$ cat src/rtl/fifo_arb_pkg.sv
// fifo_arb_pkg: arbiter state encoding and default parameters shared by the FIFO write arbiter
package fifo_arb_pkg;
   typedef enum logic {IDLE = 1'b0, BURST = 1'b1} arb_state_e;
   localparam int DEF_DATA_SIZE = 8;
   localparam int DEF_NUM_REQ   = 4;
   localparam int DEF_MAX_BURST = 4;
endpackage

$ cat src/rtl/rr_pick.sv
// rr_pick: combinational round-robin picker, first asserted request at or after rr_ptr_i
module rr_pick #(
   parameter int NUM_REQ = 4,
   localparam int IW = $clog2(NUM_REQ)
) (
   input  logic [NUM_REQ-1:0] req_i,
   input  logic [IW-1:0]      rr_ptr_i,
   output logic               found_o,
   output logic [IW-1:0]      idx_o
);
   localparam logic [IW:0] NR = (IW+1)'(NUM_REQ);
   logic [IW:0] pos;
   // scan from farthest to nearest so the nearest hit wins
   always_comb begin
      found_o = 1'b0;
      idx_o   = '0;
      pos     = '0;
      for (int k = NUM_REQ - 1; k >= 0; k--) begin
         pos = {1'b0, rr_ptr_i} + (IW+1)'(k);
         pos = (pos >= NR) ? pos - NR : pos;
         if (req_i[pos[IW-1:0]]) begin
            found_o = 1'b1;
            idx_o   = pos[IW-1:0];
         end
      end
   end
endmodule

$ cat src/rtl/fifo_wr_arb.sv
// fifo_wr_arb: round-robin burst arbiter feeding the write side of an async FIFO
module fifo_wr_arb
   import fifo_arb_pkg::*;
#(
   parameter int DATA_SIZE = DEF_DATA_SIZE,
   parameter int NUM_REQ   = DEF_NUM_REQ,
   parameter int MAX_BURST = DEF_MAX_BURST,
   localparam int IW = $clog2(NUM_REQ),
   localparam int CW = $clog2(MAX_BURST + 1)
) (
   input  logic                         wr_clk,
   input  logic                         wr_rstn,
   input  logic [NUM_REQ-1:0]           req,
   input  logic [NUM_REQ*DATA_SIZE-1:0] req_data,
   output logic [NUM_REQ-1:0]           ack,
   input  logic                         wr_full,
   output logic                         wr_inc,
   output logic [DATA_SIZE-1:0]         wr_data,
   output logic                         owner_vld,
   output logic [IW-1:0]                owner_id
);
   localparam logic [CW-1:0] LAST = CW'(MAX_BURST - 1);
   localparam logic [IW-1:0] TOP  = IW'(NUM_REQ - 1);
   arb_state_e state_q, state_d;
   logic [IW-1:0] owner_q, owner_d, rr_ptr_q, rr_ptr_d, pick;
   logic [CW-1:0] cnt_q, cnt_d;
   logic found, own_req;
   logic [DATA_SIZE-1:0] words [NUM_REQ];

   for (genvar g = 0; g < NUM_REQ; g++) begin : g_words
      assign words[g] = req_data[g*DATA_SIZE +: DATA_SIZE];
   end

   rr_pick #(.NUM_REQ(NUM_REQ)) u_pick (
      .req_i    (req),
      .rr_ptr_i (rr_ptr_q),
      .found_o  (found),
      .idx_o    (pick)
   );

   assign own_req   = req[owner_q];
   assign wr_inc    = (state_q == BURST) & own_req & ~wr_full;
   assign wr_data   = words[owner_q];
   assign ack       = wr_inc ? NUM_REQ'(1) << owner_q : '0;
   assign owner_vld = (state_q == BURST);
   assign owner_id  = owner_q;

   // a stall (full with request held) leaves everything untouched
   always_comb begin
      state_d  = state_q;
      owner_d  = owner_q;
      cnt_d    = cnt_q;
      rr_ptr_d = rr_ptr_q;
      if (state_q == IDLE) begin
         if (found) begin
            state_d = BURST;
            owner_d = pick;
            cnt_d   = '0;
         end
      end else begin
         if (wr_inc) cnt_d = cnt_q + 1'b1;
         if (!own_req || (wr_inc && cnt_q == LAST)) begin
            state_d  = IDLE;
            rr_ptr_d = (owner_q == TOP) ? '0 : owner_q + 1'b1;
         end
      end
   end

   always_ff @(posedge wr_clk or negedge wr_rstn) begin
      if (!wr_rstn) begin
         state_q  <= IDLE;
         owner_q  <= '0;
         rr_ptr_q <= '0;
         cnt_q    <= '0;
      end else begin
         state_q  <= state_d;
         owner_q  <= owner_d;
         rr_ptr_q <= rr_ptr_d;
         cnt_q    <= cnt_d;
      end
   end
endmodule

$ cat config.mk
export PLATFORM = sky130hd
export DESIGN_NAME = fifo_wr_arb
export DESIGN_NICKNAME = d
export VERILOG_FILES = /design/src/rtl/fifo_arb_pkg.sv /design/src/rtl/rr_pick.sv /design/src/rtl/fifo_wr_arb.sv
export SDC_FILE = /design/constraint.sdc
export NUM_CORES = 1
export LEC_CHECK = 0
export ABC_AREA = 1
export ABC_CLOCK_PERIOD_IN_PS = 1500
export CAP_MARGIN = 20
export CORE_ASPECT_RATIO = 1.2
export CORE_MARGIN = 8
export CORE_UTILIZATION = 39
export CTS_BUF_LIST = sky130_fd_sc_hd__clkbuf_4
export CTS_CLUSTER_DIAMETER = 30
export DETAILED_ROUTE_END_ITERATION = 16
export PLACE_DENSITY = 0.87
export SYNTH_ARGS = -nofsm -noshare
export SYNTH_HDL_FRONTEND = slang
export SYNTH_HIERARCHICAL = 1
export SYNTH_SLANG_ARGS = --single-unit
$ cat constraint.sdc
create_clock -name wr_clk -period 1.5 [get_ports wr_clk]
set_input_delay 0.225 -clock wr_clk [delete_from_list [all_inputs] [get_ports wr_clk]]
set_output_delay 0.225 -clock wr_clk [all_outputs]
set_load 0.01 [all_outputs]
==> metrics.txt, run 1 <==
outcome complete, but fails checks; violated checks negative setup slack; cts bufs inserted 3; Yosys cell types 21; H-tree depth 1; Max Freq 632 MHz; XOR/XNOR Fraction of Synth Area 0%; CP Data Required Time 1270 ps; routed vias/inst 5.05; MaxCap Viol Count 0; critical path capture point type output pin; unrepaired setup endpoints after global routing true; Clk pwr share 5.4%; I/O pins 55; remaining global-route overflow 0; Synth area leaders dfrtp_1 21%, nand2_1 15%, nor2_1 10%; Mapped Area 943 µm²; initial antenna violation count 0; Pint 1530 µW; CORE AREA 2280 µm²; Antenna Cells 0; Initial Util 41.3%; global-route wire length before repair 5620 µm; drc violations 0; dominant cell type by area after synthesis dfrtp_1; Die W 60.9 µm; CTS clk-pin slew, worst paths 60 ps; Vert. Die Dim 69.9 µm; cts hold-fix bufs 0; Seq/Total Area, Yosys 21.2%; Detailed Route Iter0 Violations 47; vias in the first global route 1329; Synth top area share 21.2%; pwr dens 1810 nW/µm²; R2R cell count 9; Adder-Cell Fraction of Synth Area 7.96%; DIE AREA 4260 µm²; warnings from Yosys 6; Nets 276; Post-Synth Simple-Gate Area 39.3%; Crit Reg-Reg Endpoint owner_id[0]$_DFFE_PN0P_; gp weighted congestion 0.860; largest net degree at the start of global routing 21; Max-slew headroom 74.9%; fin. max-slew vios 0; Worst Path Arrival 1360 ps; Skew-Pair Late Insertion Delay 250 ps; Flop pwr share 13.6%; NetSw 1480 µW; FILL cells 170; Root Driver clkbuf_4; register-to-register setup slack 100 ps; CTS tree built; leakage power 0.000855 µW; Worst Setup EP wr_data[4]; Syn-to-layout area delta 76.9%; Synth Instances 155; post-route ant nets 0; clock sink total 8; Hold/Removal Path Class primary input to asynchronous set/reset pin; Detailed Place HPWL 2890 µm; 1st-pass router iterations 6; Syn Area/Cell 6.09 µm²; synthesized flop and latch total 8; Final Hold Viols 0; share of layout cells above drive strength 1 27.5%; DR WL/cell 13.6 µm; Fin Clk Skew 10.8 ps; Pwr Total 3020 µW; Final Setup Violations 13; r2r startpoint rr_ptr_q[0]$_DFFE_PN0P_; Worst Setup Path Type flop to output pin; post-route worst setup slack -81.0 ps; syn nets 200; complex-gate fraction of the synthesized area 18.2%; Comb power frac 81.0%; main combinational cell family by area after synthesis simple AND/OR/NAND/NOR gates; Tmin final 1580 ps; multiplexer share of the synthesized area 0%; Area after DPL 1620 µm²; Critical Path Start Type flop; Max clock buf depth 2; crit path from owner_id[0]$_DFFE_PN0P_; Max VDD drop 1.55 mV; Rows 19; total vias in the final route 1313; CP Max Fanout 16; Final Cycle Share 105%; overall routing resource usage 16.3%; Slew @ Worst Pin 375 ps; I/O Buffers 54; DRT Wirelength 3550 µm; sw frac 49.2%; fin area 1670 µm²
## how the worst min path moves through the flow
stage	from	endpoint	slack (ps)	cells after the start
after detailed placement	cnt_q[1]$_DFFE_PN0P_	cnt_q[1]$_DFFE_PN0P_	500	2
after floorplan	wr_rstn	cnt_q[0]$_DFFE_PN0P_	-70	0
after global placement	cnt_q[2]$_DFFE_PN0P_	cnt_q[2]$_DFFE_PN0P_	480	2
final	wr_rstn	owner_vld$_DFF_PN0_	250	1
after global routing	wr_rstn	cnt_q[1]$_DFFE_PN0P_	270	1
after CTS	wr_rstn	rr_ptr_q[0]$_DFFE_PN0P_	260	1
## through the flow
step / hold WS (ps) / std cells / setup TNS (ps) / utilization, % / setup WS (ps)
5_1_grt: 265 / 260 / -1380 / 73.1 / -137
4_1_cts: 261 / 259 / -445 / 71.9 / -83.4
3_5_place_dp: 500 / 252 / -5210 / 70.8 / -402
6_report: 253 / 260 / -550 / 73.1 / -81.0
3_3_place_gp: 480 / 252 / -4400 / 70.8 / -396
2_1_floorplan: -70.6 / 155 / 0 / - / 89.7
## repair_timing
item | CTS | global route
setup buffers | 5 | 2
pin swaps | 9 | 6
resized for setup | 69 | 11
setup endpoints to repair | 17 | 19
## power by group through the flow
stage | clock (µW) | combinational (µW) | sequential (µW)
CTS | 166 | 2360 | 418
global route | 181 | 2680 | 423
detailed placement | 0 | 2380 | 417
floorplan | 0 | 1320 | 419
finish | 163 | 2450 | 410
global placement | 0 | 2280 | 408
## layout by cell type, fill, tap and decap left out, drive strengths merged
cell type,synthesis,routed
o21ai,19,19
nor2,26,26
inv,19,19
a21oi,3,3
ha,6,6
o22ai,8,8
clkdlybuf4s50,0,37
buf,7,37
and2,1,1
dlymetal6s2s,0,2
clkbuf,0,3
dfrtp,8,8
nand2,41,41
dlygate4sd2,0,2
clkinv,1,1
a21boi,1,1
nand3,15,15
## kinds of logic after synthesis
logic type / Yosys count
flip-flops: 8
AND/OR/NAND/NOR: 83
adder cells (fa/ha/maj): 6
buffers and inverters: 27
AO/OA/AOI/OAI: 31
## layer usage
metal / up-vias / wire length [µm] / track usage (%)
met4: 0 / 27 / 3.64
met2: 67 / 1640 / 28.9
met3: 7 / 410 / 4.40
met5: - / 0 / 0
met1: 590 / 1470 / 18.2
li1: 649 / - / -
## layout make-up
type                    count  area [µm²]  area share (%)
flip-flops and latches      8         201            12.1
well taps                  31        38.8            2.32
clock buffers               3        22.5            1.35
multi-input cells         120         651            39.0
inverters                  20        76.3            4.57
repair buffers             78         679            40.7
## worst max-delay path, cell delays in order (launching register included)
cell and delay (ps):
dfrtp_1 410, inv_2 130, buf_8 160, nor2_1 60, o22ai_1 180, buf_2 160
## flip-flops by register name, indices dropped and copies added, names as in the netlist
name,cells
rr_ptr_q,2
owner_id,2
owner_vld,1
cnt_q,3
## synthesized netlist by cell type (all sizes together)
master and count:
o21ai 19, a21oi 3, o22ai 8, nand3 15
dfrtp 8, clkinv 1, buf 7, ha 6
and2 1, nor2 26, a21boi 1, inv 19
nand2 41
No activity file was read; power rests on OpenSTA's default activity.
==> run 2: changes to the inputs <==
CELL_PAD_IN_SITES_DETAIL_PLACEMENT = 1   (was unset)
CELL_PAD_IN_SITES_GLOBAL_PLACEMENT = 1   (was unset)
CORE_UTILIZATION = 25   (was 39)
==> run 2 against run 1 <==
Against the previous run: the flow still finishes with violations (negative setup slack); wire length grew 19%; combinational power grew 12%; sequential power grew 6.1%; cell area grew 8.5%; cell count grew 9.2%; power grew 11%; register-to-register slack lost 80 ps; largest power group unchanged; non-clock buffer count grew 3; highest routed layer unchanged; sequential share of layout area shrank 0.87 points.
==> metrics.txt, run 2 (synthesis gave the netlist of run 1 again) <==
outcome complete, but fails checks; violated checks negative setup slack; CP Data Required Time 1270 ps; Critical Path Max Stage Delay 440 ps; MaxCap Viol Count 0; initial antenna violation count 0; Crit Reg-Reg Endpoint owner_id[0]$_DFFE_PN0P_; Fin Clk Skew 2.26 ps; DRT Wirelength 4230 µm; crit path cell chain inv_4 > buf_6 > buf_4 > nor2_1 > o22ai_1 > buf_2; I/O Buffers 54; Cell Count, Final, Fillers Out 284; Max Freq 610 MHz; Core Util, Final 49.8%; Antenna Cells 0; unrepaired setup endpoints after global routing true; share of layout cells above drive strength 1 33.2%; r2r startpoint rr_ptr_q[0]$_DFFE_PN0P_; most common cell after layout, fill and taps aside clkdlybuf4s50_1; largest net degree at the start of global routing 13; DIE AREA 6000 µm²; global-route wire length before repair 6080 µm; I/O pins 55; vias in the first global route 1328; overall routing resource usage 12.3%; Root Driver clkbuf_4; routed vias/inst 4.52; remaining global-route overflow 0; 1st-pass router iterations 4; commonest non-fill, non-tap cells in the layout 35 x clkdlybuf4s50_1, 31 x nand2_1, 22 x nor2_1; sw frac 49.8%; CTS tree built; cts bufs inserted 3; Nets 279; Worst Path Arrival 1410 ps; Buf/Inv on CP 4; Hold/Removal Path Class primary input to asynchronous set/reset pin; cts hold-fix bufs 0; register-to-register setup slack 20 ps; Initial Util 26.0%; Pint 1680 µW; Max-slew headroom 76.5%; post-route ant nets 0; Slew @ Worst Pin 351 ps; drc violations 0; Final Cycle Share 109%; Largest Register cnt_q; R2R cell count 8; Comb power frac 82.3%; NetSw 1660 µW; CTS clk-pin slew, worst paths 50 ps; max FFs per register 3; Max clock buf depth 2; critical path capture point type output pin; Rows 24; dpl cells 272; fin. max-slew vios 0; Detailed Place HPWL 2990 µm; H-tree depth 1; Final Setup Violations 12; leakage power 0.000913 µW; critical path's top delay family buffers and inverters; Skew-Pair Late Insertion Delay 250 ps; Detailed Route Iter0 Violations 19; Syn-to-layout area delta 91.9%; DR WL/cell 14.9 µm; Slowest-stage cell, CP dfrtp_2; Die W 72.1 µm; gp weighted congestion 0.842; Worst Setup Path Type flop to output pin; clock sink total 8; total vias in the final route 1283; CP Max Fanout 6; Flop pwr share 13.0%; CORE AREA 3630 µm²; Tmin final 1640 ps; Max VDD drop 0.763 mV; pwr dens 1840 nW/µm²; Final Hold Viols 0; Clk pwr share 4.7%; Vert. Die Dim 83.3 µm; post-route worst setup slack -139 ps; Critical Path Start Type flop
-- run 2: cell types whose count changed in the layout (fill, tap and decap cells not counted), sizes merged --
cell           before  now
dlymetal6s2s        2    4
clkdlybuf4s50      37   35
buf                37   40
-- run 2: what timing repair did --
item | CTS | global route
setup buffers | 4 | 4
resized for setup | 73 | 39
endpoints found under the setup margin | 15 | 20
pin swaps | 5 | 10
cloned | 2 | 0
-- run 2: area by class of cell --
type | instances | area, µm²
Fill cell | 472 | 1820
Timing Repair Buffer | 81 | 732
Multi-Input combinational cell | 120 | 707
Sequential cell | 8 | 203
Inverter | 20 | 81.3
Tap cell | 52 | 65.1
Clock buffer | 3 | 22.5
-- run 2: how the worst max path moves through the flow --
stage	cells past startpoint	slack, ps	end	from
floorplan	6	90	ack[2]	owner_id[0]$_DFFE_PN0P_
global placement	6	-400	ack[1]	req[0]
detailed placement	6	-420	ack[0]	req[0]
CTS	6	-90	ack[0]	owner_id[0]$_DFFE_PN0P_
global route	6	-200	wr_data[1]	owner_id[0]$_DFFE_PN0P_
finish	6	-140	wr_data[1]	owner_id[0]$_DFFE_PN0P_
-- run 2: power groups by stage --
| stage | clock (µW) | sequential (µW) | combinational [µW] |
|---|---|---|---|
| after CTS | 167 | 420 | 2390 |
| after global placement | 0 | 403 | 2350 |
| after floorplan | 0 | 419 | 1320 |
| after global routing | 177 | 450 | 3000 |
| final | 158 | 435 | 2750 |
| after detailed placement | 0 | 408 | 2400 |
-- run 2: metrics by stage --
step	setup slack (ps)	setup TNS (ps)	cell area, µm²	power, µW	hold WS, ps
after global routing	-199	-1980	1810	3630	279
final	-139	-813	1810	3340	249
after CTS	-94.9	-566	1650	2980	256
after floorplan	89.7	0	943	1740	-70.6
after detailed placement	-422	-4800	1630	2810	515
after global placement	-401	-4630	1630	2750	498
-- run 2: layer usage --
layer  GRT usage [%]  wire length, µm  up-vias
met5               0                0        -
met4            2.79               37        0
met3            2.64              201        4
met2            22.8             2300       37
met1            13.4             1690      589
li1                -                -      653
